## src/rtl/mem_stage.sv

```systemverilog
// Memory access stage: a load/store unit with IDLE/WAIT/DONE handshake, byte-lane steering and a timeout.
// Optional macro MEM_MISALIGN_CHK_EN blocks misaligned halfword/word accesses and pulses misalign instead.
module mem_stage #(
  parameter int TIMEOUT_CYCLES = 16
) (
  input  logic        clk,
  input  logic        rst,
  input  logic [31:0] EX_MEM_ALU_result,
  input  logic [31:0] EX_MEM_rs2_data,
  input  logic [2:0]  EX_MEM_funct3,
  input  logic        EX_MEM_MemRead,
  input  logic        EX_MEM_MemWrite,
  output logic        dmem_req,
  output logic        dmem_we,
  output logic [31:0] dmem_addr,
  output logic [31:0] dmem_wdata,
  output logic [3:0]  dmem_be,
  input  logic        dmem_ack,
  input  logic [31:0] dmem_rdata,
  output logic [31:0] ReadData,
  output logic        mem_stall,
  output logic        bus_err,
  output logic        misalign
);

  localparam logic [7:0] TO_LAST = 8'(TIMEOUT_CYCLES - 1);

  typedef enum logic [1:0] {IDLE = 2'd0, WAIT = 2'd1, DONE = 2'd2} state_t;

  state_t      state, state_nxt;
  logic        req_nxt, we_nxt, bus_err_nxt;
  logic [31:0] addr_nxt, wdata_nxt, rdata_nxt;
  logic [3:0]  be_nxt;
  logic [7:0]  cnt, cnt_nxt;
  logic [2:0]  funct3_p1, funct3_nxt;
  logic [1:0]  lane_p1, lane_nxt;
  logic        load_p1, load_nxt;
  logic        access;
  logic        bad_align;

  // Size comes from funct3[1:0] (00 byte, 01 half, 1x word); funct3[2] selects zero-extension.
  function automatic logic [31:0] load_align(input logic [31:0] word, input logic [2:0] f3,
                                             input logic [1:0] a);
    logic signed [7:0]  byte_s;
    logic signed [15:0] half_s;
    byte_s = word[{a, 3'b000} +: 8];
    half_s = word[{a[1], 4'b0000} +: 16];
    case (f3)
      3'b000:  load_align = 32'(byte_s);
      3'b100:  load_align = {24'd0, byte_s};
      3'b001:  load_align = 32'(half_s);
      3'b101:  load_align = {16'd0, half_s};
      default: load_align = word;
    endcase
  endfunction

  function automatic logic [3:0] store_be(input logic [2:0] f3, input logic [1:0] a);
    case (f3[1:0])
      2'b00:   store_be = 4'b0001 << a;
      2'b01:   store_be = 4'b0011 << {a[1], 1'b0};
      default: store_be = 4'b1111;
    endcase
  endfunction

  function automatic logic [31:0] store_wdata(input logic [2:0] f3, input logic [31:0] d);
    case (f3[1:0])
      2'b00:   store_wdata = {4{d[7:0]}};
      2'b01:   store_wdata = {2{d[15:0]}};
      default: store_wdata = d;
    endcase
  endfunction

  assign access    = EX_MEM_MemRead | EX_MEM_MemWrite;
  assign mem_stall = ((state == IDLE) && access) || (state == WAIT);

`ifdef MEM_MISALIGN_CHK_EN
  function automatic logic is_misaligned(input logic [2:0] f3, input logic [1:0] a);
    case (f3[1:0])
      2'b00:   is_misaligned = 1'b0;
      2'b01:   is_misaligned = a[0];
      default: is_misaligned = (a != 2'b00);
    endcase
  endfunction

  assign bad_align = is_misaligned(EX_MEM_funct3, EX_MEM_ALU_result[1:0]);

  always_ff @(posedge clk or posedge rst) begin
    if (rst) misalign <= 1'b0;
    else     misalign <= (state == IDLE) && access && bad_align;
  end
`else
  assign bad_align = 1'b0;
  assign misalign  = 1'b0;
`endif

  always_comb begin
    state_nxt   = state;
    req_nxt     = dmem_req;
    we_nxt      = dmem_we;
    addr_nxt    = dmem_addr;
    be_nxt      = dmem_be;
    wdata_nxt   = dmem_wdata;
    rdata_nxt   = ReadData;
    bus_err_nxt = 1'b0;
    cnt_nxt     = cnt;
    funct3_nxt  = funct3_p1;
    lane_nxt    = lane_p1;
    load_nxt    = load_p1;
    case (state)
      IDLE: begin
        if (access) begin
          if (bad_align) begin
            state_nxt = DONE;
            rdata_nxt = '0;
          end else begin
            // A simultaneous read and write is issued as a store.
            state_nxt  = WAIT;
            req_nxt    = 1'b1;
            we_nxt     = EX_MEM_MemWrite;
            addr_nxt   = {EX_MEM_ALU_result[31:2], 2'b00};
            be_nxt     = store_be(EX_MEM_funct3, EX_MEM_ALU_result[1:0]);
            wdata_nxt  = store_wdata(EX_MEM_funct3, EX_MEM_rs2_data);
            funct3_nxt = EX_MEM_funct3;
            lane_nxt   = EX_MEM_ALU_result[1:0];
            load_nxt   = ~EX_MEM_MemWrite;
            cnt_nxt    = 8'd0;
          end
        end
      end
      WAIT: begin
        if (dmem_ack) begin
          state_nxt = DONE;
          req_nxt   = 1'b0;
          we_nxt    = 1'b0;
          if (load_p1) rdata_nxt = load_align(dmem_rdata, funct3_p1, lane_p1);
        end else if (cnt == TO_LAST) begin
          state_nxt   = DONE;
          req_nxt     = 1'b0;
          we_nxt      = 1'b0;
          rdata_nxt   = '0;
          bus_err_nxt = 1'b1;
        end else begin
          cnt_nxt = cnt + 8'd1;
        end
      end
      DONE:    state_nxt = IDLE;
      default: state_nxt = IDLE;
    endcase
  end

  always_ff @(posedge clk or posedge rst) begin
    if (rst) begin
      state      <= IDLE;
      dmem_req   <= 1'b0;
      dmem_we    <= 1'b0;
      dmem_addr  <= '0;
      dmem_wdata <= '0;
      dmem_be    <= '0;
      ReadData   <= '0;
      bus_err    <= 1'b0;
      cnt        <= '0;
      funct3_p1  <= '0;
      lane_p1    <= '0;
      load_p1    <= 1'b0;
    end else begin
      state      <= state_nxt;
      dmem_req   <= req_nxt;
      dmem_we    <= we_nxt;
      dmem_addr  <= addr_nxt;
      dmem_wdata <= wdata_nxt;
      dmem_be    <= be_nxt;
      ReadData   <= rdata_nxt;
      bus_err    <= bus_err_nxt;
      cnt        <= cnt_nxt;
      funct3_p1  <= funct3_nxt;
      lane_p1    <= lane_nxt;
      load_p1    <= load_nxt;
    end
  end

endmodule

```

## config.mk

```make
export PLATFORM = sky130hd
export DESIGN_NAME = mem_stage
export DESIGN_NICKNAME = d
export VERILOG_FILES = /design/src/rtl/mem_stage.sv
export SDC_FILE = /design/constraint.sdc
export NUM_CORES = 1
export LEC_CHECK = 0
export CAP_MARGIN = 10
export CORE_MARGIN = 5
export CORE_UTILIZATION = 44
export CTS_CLUSTER_DIAMETER = 50
export DETAILED_ROUTE_END_ITERATION = 8
export HOLD_SLACK_MARGIN = 0.02
export PLACE_DENSITY = 0.78
export RECOVER_POWER = 50
export REMOVE_ABC_BUFFERS = 1
export SLEW_MARGIN = 5
export SYNTH_ARGS = -nofsm -noshare
export SYNTH_HDL_FRONTEND = slang
export SYNTH_SLANG_ARGS = --single-unit
```

## constraint.sdc

```tcl
create_clock -name clk -period 4.9 [get_ports clk]
set_input_delay 0.98 -clock clk [delete_from_list [all_inputs] [get_ports clk]]
set_output_delay 0.98 -clock clk [all_outputs]
set_load 0.05 [all_outputs]
```

==> summary.md, run 1 <==
| Metric | Value |
|---|---|
| Run status | `finished with violations` |
| Failing checks | `capacitance limit, slew limit` |
| Post-CTS Setup Inserts | `0` |
| Max Cap Viol | `3` |
| Dpl hpwl | `11500 um` |
| Antenna Cells | `0` |
| Maximum resistive drop on vdd | `0.000450 V` |
| Syn_area_per_cell | `~9.8 sq um` |
| Proportion of synthesized area in mux cells | `around 8.6%` |
| Register bit total from synthesis | `117` |
| Horizontal die dimension | `120 um` |
| Share of layout cells above drive strength 1 | `6.28%` |
| Clk sinks | `around 120` |
| Total count of hold-check failures in the final report | `0` |
| Fmax | `267 MHz` |
| Netlist area before placement | `5310 sq um` |
| Hold Slack | `~470 ps` |
| Port-buffer cells | `205` |
| Combinational family with the most area after synthesis | `simple AND/OR/NAND/NOR gates` |
| H-tree depth reported by CTS | `4` |
| Grt ovf | `0` |
| P per Cell Area | `776 nW/um^2` |
| Die outline area | `14400 sq um` |
| First-pass GRT wire length | `25900 um` |
| Starting density of the core | `about 45%` |
| Final clock skew | `approximately 4.6 ps` |
| Syn. warnings | `0` |
| Share of synthesized cell area in full adder, half adder and majority cells | `less than 1%` |
| Area inside the core boundary | `11900 sq um` |
| Setup slack at placement | `~1200 ps` |
| Post-route ant nets | `0` |
| Commonest register cell after synthesis | `sky130_fd_sc_hd__dfrtp_1` |
| Iteration-0 DRC Markers | `320` |
| Relative slew slack | `-75.8%` |
| Bufs on Longest Clock Path | `2` |
| Crit start category | `input pin` |
| Proportion of synthesized chip area in sequential cells | `55.1%` |
| Shortest period the worst path allows | `3750 ps` |
| Gate Count Post-Synth | `542` |
| Routed vias/inst | `5.34` |
| Data required time of the worst path | `3920 ps` |
| Compound-gate portion of the synthesized area | `14.5%` |
| Cell leakage power | `3.56 nW` |
| Fin crit share | `roughly 76%` |
| Cts hold-fix bufs | `0` |
| Global-route usage over all layers | `22.8%` |
| Total detailed-routing wirelength | `16000 um` |
| Post-synthesis xor/xnor area fraction | `0.495%` |
| Post-synth EDFFs | `0` |
| Final layout net count | `roughly 840` |
| Classification of the worst setup path | `in -> out` |
| PostCTS Resize Cnt | `0` |
| CTS clock-pin slew for the worst setup and hold paths | `roughly 50 ps` |
| Post-route setup slack | `1150 ps` |
| Wire length per cell | `17.9 um` |
| CTS buffer count | `17` |
| First-pass DRT Iterations | `5` |
| Placement Rows | `40` |
| Unrepaired setup endpoints after global routing | `no` |
| DRC errors left | `0` |
| Async S/R FF share, synth | `100%` |
| Fraction of the mapped netlist area in simple logic gates | `17.0%` |
| Antenna violations before repair | `0` |
| Final RePlAce weighted congestion | `0.826` |
| Final Max Tran Viols | `225` |
| Die extent in y | `between 100 and 150 um` |
| Count of final setup violators | `0` |
| CP arrival | `2770 ps` |
| TritonCTS clock tree | `yes` |
| Area overhead of the layout relative to synthesis | `49.0%` |
| Path type of the worst min-delay path | `reg -> reg` |
| Category of the worst setup path capture point | `output port` |
| Worst-skew pair later-pin latency | `410 ps` |
| Least-Margin Pin Slew | `between 2000 and 3000 ps` |
| Post-layout util | `about two thirds` |
| Top-level port count | `209` |
| Number of global-route vias before repair | `5001` |
| Total vias in the final route | `4783` |
| Maximum number of pins on one net before global-route repair | `~110` |
| Clock root cell | `sky130_fd_sc_hd__clkbuf_16` |
| Unique cell type count in the Yosys netlist | `45` |
| Largest fanout on the critical path | `4` |
| TNS Setup | `0 ps` |
[cell families after synthesis]
kind of cell,Yosys count
buf+inv,44
xor+xnor,3
fa+ha+maj,1
mux,43
flops,117
other cells,1
simple gates,216
compound gates,117
[through the flow]
| stage | instance area (sq um) | cells | total power [mW] |
|---|---|---|---|
| 6_report | 7910 | 896 | 6.14 |
| 5_1_grt | 7910 | 896 | 6.48 |
| 4_1_cts | 7950 | 896 | 6.18 |
| 3_5_place_dp | 7430 | 865 | 5.07 |
| 3_3_place_gp | 7430 | 865 | 5.00 |
| 2_1_floorplan | 5130 | 506 | 3.86 |
[critical path: stages]
cell,delay [ps]
sky130_fd_sc_hd__dlygate4sd3_1,580
sky130_fd_sc_hd__o21a_2,210
sky130_fd_sc_hd__or2_2,290
sky130_fd_sc_hd__clkdlybuf4s50_1,700
[placed cells by master, fill, tap and decap left out, types with 2 or more instances in the layout]
master	instances
sky130_fd_sc_hd__mux2_2	10
sky130_fd_sc_hd__clkbuf_8	3
sky130_fd_sc_hd__o31ai_1	3
sky130_fd_sc_hd__clkbuf_2	2
sky130_fd_sc_hd__nand2b_1	3
sky130_fd_sc_hd__inv_1	6
sky130_fd_sc_hd__dfrtp_1	117
sky130_fd_sc_hd__a221oi_1	6
sky130_fd_sc_hd__o21a_1	2
sky130_fd_sc_hd__o211ai_1	3
sky130_fd_sc_hd__nor2b_1	8
sky130_fd_sc_hd__clkbuf_16	17
sky130_fd_sc_hd__o21ai_0	51
sky130_fd_sc_hd__nor3_1	4
sky130_fd_sc_hd__conb_1	3
sky130_fd_sc_hd__nand2_1	162
sky130_fd_sc_hd__a221o_1	16
sky130_fd_sc_hd__nand3_1	4
sky130_fd_sc_hd__buf_4	4
sky130_fd_sc_hd__nor2_1	27
sky130_fd_sc_hd__mux2i_1	32
sky130_fd_sc_hd__clkbuf_1	7
sky130_fd_sc_hd__clkdlybuf4s50_1	202
sky130_fd_sc_hd__o2bb2ai_1	8
sky130_fd_sc_hd__xnor2_1	3
sky130_fd_sc_hd__o22ai_1	7
sky130_fd_sc_hd__dlygate4sd3_1	3
sky130_fd_sc_hd__clkinv_2	5
sky130_fd_sc_hd__a21oi_1	14
[synth_stat cells, types with 6 or more instances]
library cell,n,area (sq um)
sky130_fd_sc_hd__nand2_1,162,608
sky130_fd_sc_hd__dfrtp_1,117,2930
sky130_fd_sc_hd__o21ai_0,50,250
sky130_fd_sc_hd__mux2i_1,32,320
sky130_fd_sc_hd__nor2_1,26,97.6
sky130_fd_sc_hd__clkbuf_1,25,93.8
sky130_fd_sc_hd__a221o_1,16,160
sky130_fd_sc_hd__a21oi_1,14,70.1
sky130_fd_sc_hd__mux2_2,10,113
sky130_fd_sc_hd__nor2b_1,8,50.1
sky130_fd_sc_hd__o2bb2ai_1,8,70.1
sky130_fd_sc_hd__o22ai_1,7,43.8
sky130_fd_sc_hd__a221oi_1,6,52.6
sky130_fd_sc_hd__inv_1,6,22.5
[flip-flops by register name (all words and copies together) (netlist names)]
| signal | cells |
|---|---|
| bus_err | 1 |
| load_p1 | 1 |
| state | 2 |
| cnt | 8 |
| dmem_wdata | 32 |
| dmem_addr | 30 |
| dmem_req | 1 |
| dmem_be | 4 |
| dmem_we | 1 |
| ReadData | 32 |
| funct3_p1 | 3 |
| lane_p1 | 2 |
[metal layers]
layer  share of wire [%]  GRT usage (%)  vias to the layer above  wire length [um]
met5                   0              0                        -                 0
met4                 2.2           9.38                        0               348
met3                  11           11.4                       32              1840
met2                  46           36.1                      228              7300
met1                  41           26.4                     2277              6540
li1                    -              -                     2246                 -
[where the power goes]
part / switching [mW] / internal, mW / total [mW] / leakage, nW
logic: 2.23 / 1.13 / 3.35 / 1.83
clock network: 0.407 / 0.678 / 1.09 / 0.258
registers: 0.307 / 1.40 / 1.71 / 1.46
total: 2.94 / 3.20 / 6.14 / 3.56
[area by class of cell]
type,instances,area (sq um)
Clock buffer,26,489
Clock inverter,5,25.0
Fill cell,985,4000
Inverter,6,22.5
Multi-Input combinational cell,383,2170
Sequential cell,117,2930
Tap cell,147,184
Timing Repair Buffer,212,2100
[final timing paths]
check / startpoint / end / slack [ps] / cells past startpoint
max: EX_MEM_MemRead / mem_stall / 1150 / 4
min: dmem_addr[27] / dmem_addr[27] / 470 / 2
max reg2reg: state[0] / dmem_be[3] / 1780 / 5
min reg2reg: dmem_addr[27] / dmem_addr[27] / 470 / 2
max in group asynchronous: rst / dmem_wdata[11] / 1230 / 3
min in group asynchronous: rst / dmem_addr[9] / 1950 / 2
Note: power is estimated with default switching activity, not from simulation.
==> inputs of run 2 (changes only) <==
==> constraint.sdc (replaced) <==
create_clock -name clk -period 3.72 [get_ports clk]
set_input_delay 0.744 -clock clk [delete_from_list [all_inputs] [get_ports clk]]
set_output_delay 0.744 -clock clk [all_outputs]
set_load 0.05 [all_outputs]
==> summary.md, run 2 (synthesis gave the netlist of run 1 again) <==
| Metric | Value |
|---|---|
| H-tree depth reported by CTS | `4` |
| Dpl hpwl | `roughly 12000 um` |
| Post-route setup slack | `825 ps` |
| Maximum resistive drop on vdd | `0.000572 V` |
| Endpoint of the worst register-to-register path | `ReadData[3]` |
| Cell leakage power | `3.58 nW` |
| Bufs on Longest Clock Path | `2` |
| Internal power summed over all cells | `between 4 and 5 mW` |
| CTS clock-pin slew for the worst setup and hold paths | `50 ps` |
| Final layout net count | `842` |
| Number of global-route vias before repair | `5105` |
| Starting density of the core | `44.6%` |
| P per Cell Area | `1020 nW/um^2` |
| Path type of the worst min-delay path | `reg -> reg` |
| Worst hold path depth | `2` |
| Horizontal die dimension | `120 um` |
| Relative slew slack | `8.71%` |
| Final Instance Count excl. Fillers | `895` |
| Final Max Tran Viols | `0` |
| PostCTS Resize Cnt | `0` |
| Least-Margin Pin Slew | `between 1000 and 1500 ps` |
| Fin crit share | `77.8%` |
| Run status | `finished, final reports clean` |
| Slack of the worst reg-to-reg path | `1350 ps` |
| Die extent in y | `between 100 and 150 um` |
| DRC errors left | `0` |
| Count of final setup violators | `0` |
| Most common library cell in the layout ignoring fill and taps | `sky130_fd_sc_hd__clkdlybuf4s50_1` |
| Part of the power in the clock network | `17.7%` |
| Fmax | `345 MHz` |
| Power share of the sequential group | `27.7%` |
| Grt ovf | `0` |
| Clock root cell | `sky130_fd_sc_hd__clkbuf_16` |
| CP arrival | `3170 ps` |
| First-pass DRT Iterations | `5` |
| Capture point of the critical path | `ReadData[3]` |
| Setup slack at placement | `580 ps` |
| Total vias in the final route | `4809` |
| Clk sinks | `117` |
| Commonest cells after routing, fill and taps aside | `201 x sky130_fd_sc_hd__clkdlybuf4s50_1, 162 x sky130_fd_sc_hd__nand2_1, 117 x sky130_fd_sc_hd__dfrtp_1, 51 x sky130_fd_sc_hd__o21ai_0, 32 x sky130_fd_sc_hd__mux2i_1` |
| Switching power of the nets | `roughly 3.9 mW` |
| Unrepaired setup endpoints after global routing | `no` |
| Area overhead of the layout relative to synthesis | `49.9%` |
| Post-route ant nets | `0` |
| Combinational Power Share | `approximately 55%` |
| First-pass GRT wire length | `around 26000 um` |
| Classification of the worst setup path | `in -> reg` |
| Worst setup path start | `dmem_ack` |
| Placed Instances | `about 870` |
| TritonCTS clock tree | `yes` |
| Die outline area | `14400 sq um` |
| Iteration-0 DRC Markers | `506` |
| Biggest regs | `ReadData: 32 flops, dmem_wdata: 32 flops, dmem_addr: 30 flops` |
| Shortest period the worst path allows | `2890 ps` |
| Worst-skew pair later-pin latency | `400 ps` |
| Top-level port count | `209` |
| Cts hold-fix bufs | `0` |
| Total count of hold-check failures in the final report | `0` |
| Crit start category | `input pin` |
| Routed vias/inst | `5.37` |
| Global-route usage over all layers | `23.2%` |
| Max Cap Viol | `0` |
| Category of the worst setup path capture point | `register` |
| Share of layout cells above drive strength 1 | `6.95%` |
| Placement Rows | `40` |
| FF-to-FF Start | `cnt[0]` |
| Multi-input logic area | `~2200 sq um` |
| CTS buffer count | `17` |
| Total detailed-routing wirelength | `16200 um` |
| Port-buffer cells | `205` |
| Final RePlAce weighted congestion | `0.846` |
| Post-CTS Setup Inserts | `0` |
| Wire length per cell | `18.1 um` |
| Antenna Cells | `0` |
| Switching fraction of total power | `47.8%` |
| TNS Setup | `0 ps` |
| Final clock skew | `14.0 ps` |
| Largest fanout on the critical path | `25` |
| Post-layout util | `about two thirds` |
| Logic depth of the worst register-to-register path | `5` |
| Area after DPL | `7470 sq um` |
| Antenna violations before repair | `0` |
| Total of fill cells in the finished design | `979` |
| Area inside the core boundary | `approximately 12000 sq um` |
| Data required time of the worst path | `3990 ps` |
| Final standard cell area without fillers | `about 8000 sq um` |
| Maximum number of pins on one net before global-route repair | `105` |
| Sequential cell area | `2930 sq um` |
## run 2: cell count changes in the layout (fill, tap and decap cells not counted)
cell	previous run	this run
sky130_fd_sc_hd__nor3_4	0	1
sky130_fd_sc_hd__clkdlybuf4s50_1	202	201
sky130_fd_sc_hd__buf_4	4	5
sky130_fd_sc_hd__buf_12	0	2
sky130_fd_sc_hd__or4_4	1	0
sky130_fd_sc_hd__clkbuf_2	2	1
sky130_fd_sc_hd__inv_1	6	5
sky130_fd_sc_hd__inv_4	0	1
sky130_fd_sc_hd__nor2_1	27	26
sky130_fd_sc_hd__clkbuf_1	7	4
sky130_fd_sc_hd__or4_1	0	1
sky130_fd_sc_hd__clkbuf_8	3	4
sky130_fd_sc_hd__nor2_2	0	1
sky130_fd_sc_hd__nor3_1	4	3
## run 2: worst max-delay path: stages
cell and delay [ps]:
sky130_fd_sc_hd__dlygate4sd3_1 750, sky130_fd_sc_hd__or3b_1 310, sky130_fd_sc_hd__nor3_4 80, sky130_fd_sc_hd__nor2_2 840, sky130_fd_sc_hd__mux2_2 430
## run 2: per-layer routing
layer / part of all wire [%] / track usage, %
met4: 1.2 / 5.65
met3: 12 / 12.0
met1: 39 / 28.0
met2: 47 / 36.9
met5: 0 / 0
## run 2: layout make-up
class / instances / area share [%]
flip-flops and latches: 117 / 36.8
clock buffers: 25 / 6.23
repair buffers: 212 / 26.7
well taps: 147 / 2.31
inverters: 6 / 0.314
clock inverters: 5 / 0.314
multi-input cells: 383 / 27.3
## run 2: power groups by stage
| stage | Combinational [mW] | Sequential (mW) | Clock [mW] |
|---|---|---|---|
| final | 4.44 | 2.26 | 1.44 |
| after global routing | 4.70 | 2.33 | 1.54 |
| after CTS | 4.49 | 2.25 | 1.47 |
| after detailed placement | 4.46 | 2.26 | 0 |
| after global placement | 4.40 | 2.23 | 0 |
| after floorplan | 1.11 | 3.97 | 0 |
## run 2: how the worst min path moves through the flow
stage / end / start / slack [ps]
finish: dmem_addr[18] / dmem_addr[18] / 470
global route: dmem_addr[23] / dmem_addr[23] / 500
CTS: dmem_addr[10] / dmem_addr[10] / 470
detailed placement: dmem_addr[10] / dmem_addr[10] / 460
global placement: dmem_be[3] / dmem_be[3] / 460
floorplan: cnt[2] / cnt[2] / 480
## run 2: metrics by stage
step	hold slack [ps]	power, mW
6_report	471	8.13
5_1_grt	497	8.57
4_1_cts	475	8.21
3_5_place_dp	461	6.73
3_3_place_gp	455	6.63
2_1_floorplan	477	5.08
